### src/rtl/catalog_pkg.sv
// Shared definitions for the arithmetic group of the architecture elements catalog.
// Holds the serial subtractor state encoding and its sizing helpers.
package catalog_pkg;

    typedef enum logic [1:0] {
        IDLE = 2'd0,
        RUN  = 2'd1,
        DONE = 2'd2
    } sub_state_t;

    // Number of digit steps needed to consume a full operand.
    function automatic int calc_k(input int width, input int digit);
        return width / digit;
    endfunction

    // Digit counter width; never narrower than one bit, even when K is 1.
    function automatic int calc_cnt_width(input int k);
        return (k <= 1) ? 1 : $clog2(k);
    endfunction

endpackage

### src/rtl/serial_subtractor_full_subtractor.sv
// One-bit full subtractor: d = x - y - bi, with bo as the borrow out.
module full_subtractor (
    input  logic x,
    input  logic y,
    input  logic bi,
    output logic d,
    output logic bo
);

    assign d  = x ^ y ^ bi;
    assign bo = (~x & y) | (~(x ^ y) & bi);

endmodule

### src/rtl/serial_subtractor.sv
// Bit-serial subtractor computing diff = a - b - bin, DIGIT bits per clock.
// Operands are loaded on a start/ready handshake; a one-cycle done pulse
// marks a new diff/bout/ovf result, which then holds until the next completion.
module serial_subtractor
    import catalog_pkg::*;
#(
    parameter int WIDTH = 8,
    parameter int DIGIT = 1
) (
    input  logic             clk,
    input  logic             rst,
    input  logic             start,
    input  logic [WIDTH-1:0] a,
    input  logic [WIDTH-1:0] b,
    input  logic             bin,
    output logic             ready,
    output logic             done,
    output logic [WIDTH-1:0] diff,
    output logic             bout,
    output logic             ovf
);

    localparam int K  = calc_k(WIDTH, DIGIT);
    localparam int CW = calc_cnt_width(K);

    if (DIGIT < 1 || DIGIT > WIDTH || (WIDTH % DIGIT) != 0) begin : g_bad_digit
        $fatal(1, "serial_subtractor: DIGIT must divide WIDTH and lie in 1..WIDTH");
    end

    sub_state_t       state;
    logic [WIDTH-1:0] a_sh;
    logic [WIDTH-1:0] b_sh;
    logic [WIDTH-1:0] work;
    logic [WIDTH-1:0] work_next;
    logic             borrow;
    logic [CW-1:0]    cnt;
    logic [DIGIT:0]   chain_b;
    logic [DIGIT-1:0] digit_d;
    logic             last_digit;

    assign chain_b[0] = borrow;

    for (genvar i = 0; i < DIGIT; i++) begin : g_chain
        full_subtractor u_fs (
            .x  (a_sh[i]),
            .y  (b_sh[i]),
            .bi (chain_b[i]),
            .d  (digit_d[i]),
            .bo (chain_b[i+1])
        );
    end

    // New digits enter at the MSB side so the LSB digit ends up at bit 0.
    if (DIGIT == WIDTH) begin : g_work_full
        assign work_next = digit_d;
    end else begin : g_work_shift
        assign work_next = {digit_d, work[WIDTH-1:DIGIT]};
    end

    assign last_digit = (cnt == CW'(K - 1));
    assign ready      = (state == IDLE) || (state == DONE);

    // Control FSM plus datapath; result registers only move on the completing edge.
    always_ff @(posedge clk) begin
        if (rst) begin
            state  <= IDLE;
            a_sh   <= '0;
            b_sh   <= '0;
            work   <= '0;
            borrow <= 1'b0;
            cnt    <= '0;
            done   <= 1'b0;
            diff   <= '0;
            bout   <= 1'b0;
            ovf    <= 1'b0;
        end else begin
            done <= 1'b0;
            case (state)
                IDLE, DONE: begin
                    if (start) begin
                        a_sh   <= a;
                        b_sh   <= b;
                        borrow <= bin;
                        work   <= '0;
                        cnt    <= '0;
                        state  <= RUN;
                    end else begin
                        state  <= IDLE;
                    end
                end
                RUN: begin
                    a_sh   <= a_sh >> DIGIT;
                    b_sh   <= b_sh >> DIGIT;
                    work   <= work_next;
                    borrow <= chain_b[DIGIT];
                    cnt    <= cnt + 1'b1;
                    if (last_digit) begin
                        diff  <= work_next;
                        bout  <= chain_b[DIGIT];
                        ovf   <= chain_b[DIGIT-1] ^ chain_b[DIGIT];
                        done  <= 1'b1;
                        state <= DONE;
                    end
                end
                default: state <= IDLE;
            endcase
        end
    end

endmodule
### config.mk
export PLATFORM = sky130hd
export DESIGN_NAME = serial_subtractor
export DESIGN_NICKNAME = d
export VERILOG_FILES = /design/src/rtl/catalog_pkg.sv /design/src/rtl/serial_subtractor_full_subtractor.sv /design/src/rtl/serial_subtractor.sv
export SDC_FILE = /design/constraint.sdc
export NUM_CORES = 1
export LEC_CHECK = 0
export CAP_MARGIN = 15
export CORE_MARGIN = 8
export CORE_UTILIZATION = 55
export CTS_BUF_LIST = sky130_fd_sc_hd__clkbuf_8
export CTS_CLUSTER_DIAMETER = 80
export CTS_CLUSTER_SIZE = 28
export DETAILED_ROUTE_END_ITERATION = 10
export GPL_ROUTABILITY_DRIVEN = 0
export GPL_TIMING_DRIVEN = 0
export PLACE_DENSITY = 0.95
export REMOVE_ABC_BUFFERS = 1
export SLEW_MARGIN = 25
export SYNTH_ARGS = -nofsm -noshare
export SYNTH_HDL_FRONTEND = slang
export SYNTH_SLANG_ARGS = --single-unit
### constraint.sdc
create_clock -name clk -period 2 [get_ports clk]
set_clock_uncertainty 0.05 [all_clocks]
set_input_delay 0.4 -clock clk [delete_from_list [all_inputs] [get_ports clk]]
set_output_delay 0.4 -clock clk [all_outputs]
set_load 0.02 [all_outputs]
==> impl_metrics.ini <==
[sta]
relSlewSlack_pct = 50.6
worst_slack_ns = 0.198
fin_crit_sh_pct = 90.1
setup_viol = 0
tightest_slew_ns = 0.741
slew_violations = 0
hold_violations = 0
grt_setup_unrepaired = false
finalCriticalPeriod_ns = 1.80
max_freq_mhz = 555
finalSetupTns_ns = 0

[cts]
cts_setup_buffers = 0
root_buffer = clkbuf_8
htreeDepth = 2
cts_hold_buf = 0
tritoncts = built
clk_transition_reported_paths_ns = 0.07
cts_made_buffers = 5
clock_path_buffers = 2
cts.sinks = 40
insertion_delay_ns = 0.29

[routing]
num_vias = 1399
viasPerCell = 5.53
final_antenna_net_count = 0
drt-total-wl_um = 3160
wl_per_cell_um = 12.5
drc = 0
first_pass_iters = 4
drt-initial-drc-count = 74

[synthesis]
synth-simple-area-share_pct = 23.9
synthAdderAreaFrac_pct = 2.73
synth_compound_area_share_pct = 17.8
synth_area_leaders = dfxtp_1, nand2_1, a21oi_1, a311oi_2, a311oi_1
syn-cell-area_um2 = 1650
synth_top_family_by_area = simple AND/OR/NAND/NOR gates
synth_cells = 198
synthTopCellsByCount = nand2_1, dfxtp_1, a21oi_1
synth.yosys.seq_area_share_pct = 48.6
synthMuxAreaShare_pct = 0
synth-seq-cells = 40
synthDistinctLibCells = 22
synth_edf_count = 0
netlist.area_leader.share_pct = 48.6
synth_most_common_cell = nand2_1
yosysWarnings = 0
ys.flop_type = dfxtp_1
synthArstFlopShare_pct = 0
synth_xor_area_share_pct = 0.532
yosysTopAreaCell = dfxtp_1
avgSynthCellArea_um2 = 8.32

[run]
max_cap_violations = 0

[pwr]
p_leak_nw = 0.715
power_density_nw_per_um2 = 775
vdd_drop_max_mv = 0.574

[global_routing]
antenna_found_initial = 0
grt_pass1_vias = 1273
grt_max_degree = 41
track_usage_pct = 13.5
grt_pass1_wl_um = 5400
gr-total-overflow = 0

[worst_setup_path]
critPathArrivalTime_ns = 1.35
path_class = flop to primary output
crit_path_max_fanout = 7
worstPathRequired_ns = 1.55
r2r-start = state[0]
worstSetupStartpointType = flop
startpoint = state[0]
crit_path_end_kind = primary output

[cells_and_area]
num-nets-final = 243
areaGrowthSynthToFinish_pct = 21.7
finalNonFillerCells = 253
diodes = 0
fin_area_um2 = 2010
drive_above_1_share_pct = 7.73

[placement]
portBuffers = 31
dpl.cell_count = 246
post_dp_cell_area_um2 = 1920
place_hpwl_um = 2160
pre_cts_ws_ns = -0.405

[min_path]
min-delay-start = diff[4]
hp-class = flop to flop

[die]
die_h_um = 70.7
die_w_um = 70.7
core_area_um2 = 2950
ioPinCount = 32
dieArea_um2 = 5000
rows = 20
initial_core_util_pct = 55.8

[status]
status = finished clean
-- sequential cells by signal (all words and copies together), names as in the netlist --
signal,cells
state,2
b_sh,8
cnt,3
a_sh,8
done,1
borrow,1
work,7
diff,8
bout,1
ovf,1
-- worst max-delay path, cell delays in order (launching register included) --
cell and delay [ns]:
dfxtp_1 0.45, inv_1 0.07, clkdlybuf4s50_1 0.54
-- layer usage --
layer	wire length, um	vias to the layer above	track usage [%]
met5	0	-	0
li1	-	705	-
met1	1310	643	13.0
met4	57	0	6.93
met2	1560	45	23.6
met3	227	6	6.21
-- layout make-up --
cell class / instances / area [um^2]
fillers: 251 / 947
flip-flops and latches: 40 / 801
multi-input cells: 138 / 749
repair buffers: 32 / 325
clock buffers: 5 / 68.8
well taps: 33 / 41.3
inverters: 3 / 11.3
clock inverters: 2 / 8.76
-- logic make-up after synthesis --
family | after synthesis
AOI/OAI and AO/OA | 39
xor gates and xnor gates | 1
adders and majority gates | 3
buffers and inverters | 20
DFF | 40
and+or+nand+nor | 95
-- path summary, 6_finish.rpt --
check             cells after the start      end  slack (ns)
hold reg to reg                       2  diff[4]        0.41
setup reg to reg                      3  a_sh[1]        0.48
setup / recovery                      2    ready        0.20
hold / removal                        2  diff[4]        0.41
-- metrics by stage --
step                util (%)  hold WS [ns]  power, mW
floorplan                  -         0.376      0.990
CTS                     67.8         0.407       1.57
global route            67.9         0.435       1.62
finish                  67.9         0.405       1.56
detailed placement      65.1         0.397       1.08
global placement        64.5         0.391       1.07
-- placed cells by master, fill, tap and decap left out, drive strengths merged --
| cell | count |
|---|---|
| clkinv | 1 |
| xnor2 | 1 |
| inv | 4 |
| buf | 2 |
| a211oi | 1 |
| dfxtp | 40 |
| nand2b | 3 |
| nor2 | 18 |
| a21oi | 22 |
| clkdlybuf4s50 | 30 |
| a2bb2oi | 1 |
| nand3b | 1 |
| o21a | 1 |
| and3b | 1 |
| fa | 1 |
| clkbuf | 5 |
| nand3 | 13 |
| nor2b | 2 |
| a311oi | 14 |
| nand2 | 57 |
| ha | 2 |
-- timing repair --
| action | CTS | global route |
|---|---|---|
| setup endpoints to repair | 14 | 4 |
| gates cloned | 0 | 0 |
| gates resized for setup | 1 | 1 |
-- where the power goes --
part	internal [mW]	switching (mW)	leakage, nW
combinational	0.0946	0.108	0.344
clock	0.232	0.262	0.0452
sequential	0.835	0.0241	0.326
(Power assumes the default switching activity.)
